==> config.mk <==
export PLATFORM = sky130hd
export DESIGN_NAME = reset_seq
export DESIGN_NICKNAME = d
export VERILOG_FILES = /design/src/rtl/reset_pkg.sv /design/src/rtl/sync_bit.sv /design/src/rtl/reset_seq.sv
export SDC_FILE = /design/constraint.sdc
export NUM_CORES = 1
export LEC_CHECK = 0
export CORE_ASPECT_RATIO = 0.75
export CORE_MARGIN = 2
export CORE_UTILIZATION = 40
export DETAILED_ROUTE_END_ITERATION = 8
export PLACE_DENSITY = 0.65
export SETUP_SLACK_MARGIN = 0.02
export SLEW_MARGIN = 10
export SYNTH_ARGS = -nofsm -noshare
export SYNTH_HDL_FRONTEND = slang
export SYNTH_SLANG_ARGS = --single-unit
==> constraint.sdc <==
create_clock -name clk -period 3.2 [get_ports clk]
set_input_delay 0.32 -clock clk [delete_from_list [all_inputs] [get_ports clk]]
set_output_delay 0.32 -clock clk [all_outputs]
set_load 0.05 [all_outputs]
==> src/rtl/reset_pkg.sv <==
// Shared FSM state encoding, reset-cause codes and
// helpers for the reset sequencer.
package reset_pkg;

    typedef logic [2:0] state_t;
    typedef logic [1:0] cause_t;

    localparam state_t ST_POR          = 3'd0;
    localparam state_t ST_RUN          = 3'd1;
    localparam state_t ST_DEBOUNCE     = 3'd2;
    localparam state_t ST_HOLD         = 3'd3;
    localparam state_t ST_WAIT_RELEASE = 3'd4;

    localparam cause_t CAUSE_POR    = 2'd0;
    localparam cause_t CAUSE_BUTTON = 2'd1;
    localparam cause_t CAUSE_SW     = 2'd2;

    function automatic int max3(
        input int a,
        input int b,
        input int c
    );
        int m;
        m = (a > b) ? a : b;
        return (m > c) ? m : c;
    endfunction

    function automatic logic [7:0] sat_inc8(
        input logic [7:0] v
    );
        return (v == 8'hFF) ? v : v + 8'd1;
    endfunction

endpackage

==> src/rtl/sync_bit.sv <==
// Two-flop synchronizer for a single asynchronous bit,
// with a parameterized reset value.
module sync_bit #(
    parameter logic RESET_VAL = 1'b1
) (
    input  logic clk,
    input  logic rst_n,
    input  logic d,
    output logic q
);

    logic meta_q, meta_d;
    logic sync_q, sync_d;

    always_comb begin
        meta_d = d;
        sync_d = meta_q;
    end

    always_ff @(posedge clk or negedge rst_n) begin
        if (!rst_n) begin
            meta_q <= RESET_VAL;
            sync_q <= RESET_VAL;
        end else begin
            meta_q <= meta_d;
            sync_q <= sync_d;
        end
    end

    assign q = sync_q;

endmodule

==> src/rtl/reset_seq.sv <==
// Reset sequencer: power-on stretch, debounced button
// and software resets, all sharing one counter.
module reset_seq
    import reset_pkg::*;
#(
    parameter int POR_CYCLES      = 1024,
    parameter int DEBOUNCE_CYCLES = 50000,
    parameter int HOLD_CYCLES     = 256
) (
    input  logic       clk,
    input  logic       reset_,
    input  logic       button_,
    input  logic       sw_reset_req,
    output logic       reset_out_,
    output logic [1:0] reset_cause,
    output logic [7:0] reset_count
);

    localparam int CNT_MAX =
        max3(POR_CYCLES, DEBOUNCE_CYCLES, HOLD_CYCLES);
    localparam int CNT_W = $clog2(CNT_MAX + 1);

    localparam logic [CNT_W-1:0] POR_LAST =
        CNT_W'(POR_CYCLES - 1);
    localparam logic [CNT_W-1:0] DEB_LAST =
        CNT_W'(DEBOUNCE_CYCLES - 1);
    localparam logic [CNT_W-1:0] HOLD_LAST =
        CNT_W'(HOLD_CYCLES);
    localparam logic [CNT_W-1:0] CNT_ONE = CNT_W'(1);

    logic btn_s;

    state_t           state_q, state_d;
    logic [CNT_W-1:0] cnt_q, cnt_d;
    logic             rout_q, rout_d;
    cause_t           cause_q, cause_d;
    logic [7:0]       count_q, count_d;

    logic   hold_go;
    cause_t hold_cause;

    sync_bit #(
        .RESET_VAL(1'b1)
    ) u_btn_sync (
        .clk  (clk),
        .rst_n(reset_),
        .d    (button_),
        .q    (btn_s)
    );

    always_comb begin
        state_d    = state_q;
        cnt_d      = cnt_q;
        rout_d     = rout_q;
        cause_d    = cause_q;
        count_d    = count_q;
        hold_go    = 1'b0;
        hold_cause = CAUSE_SW;

        unique case (state_q)
            ST_POR: begin
                rout_d = 1'b0;
                if (cnt_q == POR_LAST) begin
                    state_d = ST_RUN;
                    cnt_d   = '0;
                    rout_d  = 1'b1;
                end else begin
                    cnt_d = cnt_q + CNT_ONE;
                end
            end
            ST_RUN: begin
                rout_d = 1'b1;
                if (sw_reset_req) begin
                    hold_go    = 1'b1;
                    hold_cause = CAUSE_SW;
                end else if (!btn_s) begin
                    state_d = ST_DEBOUNCE;
                    cnt_d   = CNT_ONE;
                end
            end
            ST_DEBOUNCE: begin
                rout_d = 1'b1;
                // software request outranks a completing debounce
                if (sw_reset_req) begin
                    hold_go    = 1'b1;
                    hold_cause = CAUSE_SW;
                end else if (btn_s) begin
                    state_d = ST_RUN;
                    cnt_d   = '0;
                end else if (cnt_q == DEB_LAST) begin
                    hold_go    = 1'b1;
                    hold_cause = CAUSE_BUTTON;
                end else begin
                    cnt_d = cnt_q + CNT_ONE;
                end
            end
            ST_HOLD: begin
                rout_d = 1'b0;
                if (cnt_q == HOLD_LAST) begin
                    cnt_d = '0;
                    if (btn_s) begin
                        state_d = ST_RUN;
                        rout_d  = 1'b1;
                    end else begin
                        state_d = ST_WAIT_RELEASE;
                    end
                end else begin
                    cnt_d = cnt_q + CNT_ONE;
                end
            end
            ST_WAIT_RELEASE: begin
                rout_d = 1'b0;
                if (btn_s) begin
                    state_d = ST_RUN;
                    rout_d  = 1'b1;
                end
            end
            default: begin
                state_d = ST_POR;
                cnt_d   = '0;
                rout_d  = 1'b0;
            end
        endcase

        // entry edge of HOLD counts as its first low cycle
        if (hold_go) begin
            state_d = ST_HOLD;
            cnt_d   = CNT_ONE;
            rout_d  = 1'b0;
            cause_d = hold_cause;
            count_d = sat_inc8(count_q);
        end
    end

    always_ff @(posedge clk or negedge reset_) begin
        if (!reset_) begin
            state_q <= ST_POR;
            cnt_q   <= '0;
            rout_q  <= 1'b0;
            cause_q <= CAUSE_POR;
            count_q <= 8'd0;
        end else begin
            state_q <= state_d;
            cnt_q   <= cnt_d;
            rout_q  <= rout_d;
            cause_q <= cause_d;
            count_q <= count_d;
        end
    end

    assign reset_out_  = rout_q;
    assign reset_cause = cause_q;
    assign reset_count = count_q;

endmodule

==> qor.csv <==
metric;value;unit
status;finished, final reports clean;
Final ANT Viol Nets;0;
CTS tree;built;
register area share after synthesis;44.1;%
final hold violation count;0;
cts hold-fix bufs;0;
multi-input logic area;918;sq um
Design Power;1.63;mW
initial drt markers;86;
Initial Util;41.2;%
CP Launch Type;flop;
hold crit path type;reg2reg;
DRT Pass-1 Iters;4;
Crit. End Element;flop;
Syn-to-layout area delta;16.0;%
Yosys reg bits;32;
Setup TNS;0;ns
chip height;62.4;um
sequential cell area;803;sq um
Post-synth EDFFs;0;
root buffer cell;clkbuf_8;
clk sinks;32;
Peak VDD IR;465;uV
vias in the first global route;1333;
mapped cell area;0.00182;sq mm
FILL cells;417;
max frequency;0.365;GHz
# IOs;15;
crit path max fanout;14;
Final Net Count;207;
first-pass GRT wire length;6510;um
routed len/inst;14.5;um
max-slew violation count;0;
CP Data Arrival Time;2.86;ns
Finished Layout Cells;258;
final WL;3750;um
n_diodes;0;
maxcap violations;0;
Slew HR;29.6;%
Setup Crit Path Kind;reg2reg;
CTS clk-pin slew, worst paths;0.07;ns
Die ar.;0.00511;sq mm
Core Area;0.00441;sq mm
total congestion overflow;0;
Leak;0.844;nW
Die Width;81.9;um
initial antenna violation count;0;
RSZ-0062 raised after global routing;no;
Final Critical Period;2.74;ns
cts bufs inserted;5;
hpwl dp;2540;um
post-cts resize count;0;
hold_ws;0.357;ns
ys flop type;dfrtp_1;
# Post-CTS Setup Buffers;0;
Clock Path Buffers;2;
WP data required;3.32;ns
post-placement cell count;250;
clk_lat worst skew;0.28;ns
largest net degree at the start of global routing;33;
Gate Count Post-Synth;183;
gpl congestion;0.821;
Mapped Avg Cell Area;9.95;sq um
Setup Skew;0.00910;ns
post-synthesis async set-or-reset flop share;100;%
slew at the pin with the worst max-slew slack;1.05;ns
Final period util;85.7;%
GRT Util Overall;16.7;%
# rows;21;
Synth cell types;48;
DR vias/cell;5.39;
number of warnings issued by yosys;0;
H-tree Lvls;2;
Post-route DRC;0;
Post-Syn Nets;190;
power density over the cells;771;mW/mm^2
total vias in the final route;1391;
proportion of layout cells with a drive suffix above 1;10.4;%
final setup fails;0;
port bufs;14;
## cell families (layout without fill, tap and decap cells)
family / Yosys count / in the layout / share of synthesized area, %
buffers and inverters: 20 / 38 / 5.43
muxes: 2 / 2 / 1.17
xor gates and xnor gates: 22 / 22 / 10.6
AOI/OAI and AO/OA: 36 / 36 / 15.9
adders and majority gates: 3 / 3 / 2.06
and+or+nand+nor: 68 / 68 / 20.7
DFF: 32 / 32 / 44.1
## worst paths after layout
check	endpoint	slack (ns)	cells past startpoint	from
worst min-delay path	u_btn_sync.q	0.36	0	u_btn_sync.meta_q
worst max register to register	cnt_q[8]	0.46	7	cnt_q[0]
worst min register to register	u_btn_sync.q	0.36	0	u_btn_sync.meta_q
max in group asynchronous	u_btn_sync.q	2.45	2	reset_
min in group asynchronous	reset_count[2]	0.43	2	reset_
worst max-delay path	cnt_q[8]	0.46	7	cnt_q[0]
## report_power, final
group	internal (mW)	switching, mW
Clock	0.231	0.147
Sequential	0.479	0.0952
Combinational	0.246	0.430
## Yosys cell counts, types with 2 or more instances
cell type,instances,area share [%]
a2111oi_0,3,1.4
and3_1,4,1.4
dfstp_2,2,2.9
nand3_1,12,3.3
nor4_1,4,1.4
nand2_1,11,2.3
inv_1,13,2.7
clkbuf_1,3,0.62
o31ai_1,3,1.2
buf_6,3,1.9
nand4_1,4,1.4
or4_1,2,0.82
a21oi_1,5,1.4
dfrtp_1,30,41
o21ai_0,5,1.4
ha_1,3,2.1
nor2_1,17,3.5
xor2_1,4,1.9
nand2b_1,2,0.69
a211oi_1,8,3.3
xnor2_1,18,8.7
## metal layers
layer,vias up,GRT usage (%),part of all wire (%)
met1,647,25.1,53
met5,-,0,0
li1,697,-,-
met2,39,20.7,39
met3,8,6.36,5.8
met4,0,7.50,2.6
## cells in the final DEF (no fill, tap or decap), types with 2 or more instances in the layout
cell type	instances
dfrtp_1	30
xnor2_1	18
nor2_1	17
clkdlybuf4s50_1	14
inv_1	13
nand3_1	12
nand2_1	11
a211oi_1	8
o21ai_0	5
a21oi_1	5
clkbuf_8	5
nand4_1	4
nor4_1	4
xor2_1	4
and3_1	4
a2111oi_0	3
o31ai_1	3
ha_1	3
buf_4	3
or4_1	2
nand2b_1	2
dfstp_2	2
## area by class of cell
type                            instances  area share [%]
Timing Repair Buffer                   17            7.70
Clock inverter                          2            1.66
Inverter                               13            2.31
Multi-Input combinational cell        131            43.5
Clock buffer                            6            3.44
Sequential cell                        32            38.0
Tap cell                               57            3.38
## through the flow
stage	utilization, %	area [sq um]	worst slack (ns)
6_report	47.8	2110	0.459
5_1_grt	47.8	2110	0.199
4_1_cts	47.8	2110	0.427
3_5_place_dp	45.4	2000	0.433
3_3_place_gp	45.4	2000	0.514
2_1_floorplan	-	1820	0.969
## sequential cells by signal (all words and copies together), names as in the netlist
signal / count
reset_cause: 2
reset_out_: 1
cnt_q: 16
state_q: 3
u_btn_sync.q: 1
reset_count: 8
u_btn_sync.meta_q: 1
## worst max-delay path, cell delays in order (launching register included)
cell	delay, ns
dfrtp_1	0.46
inv_1	0.11
ha_1	0.14
nor4bb_1	0.30
nand4_1	0.26
and3_2	0.31
o31ai_2	0.87
nor2_1	0.13
(Power assumes the default switching activity.)
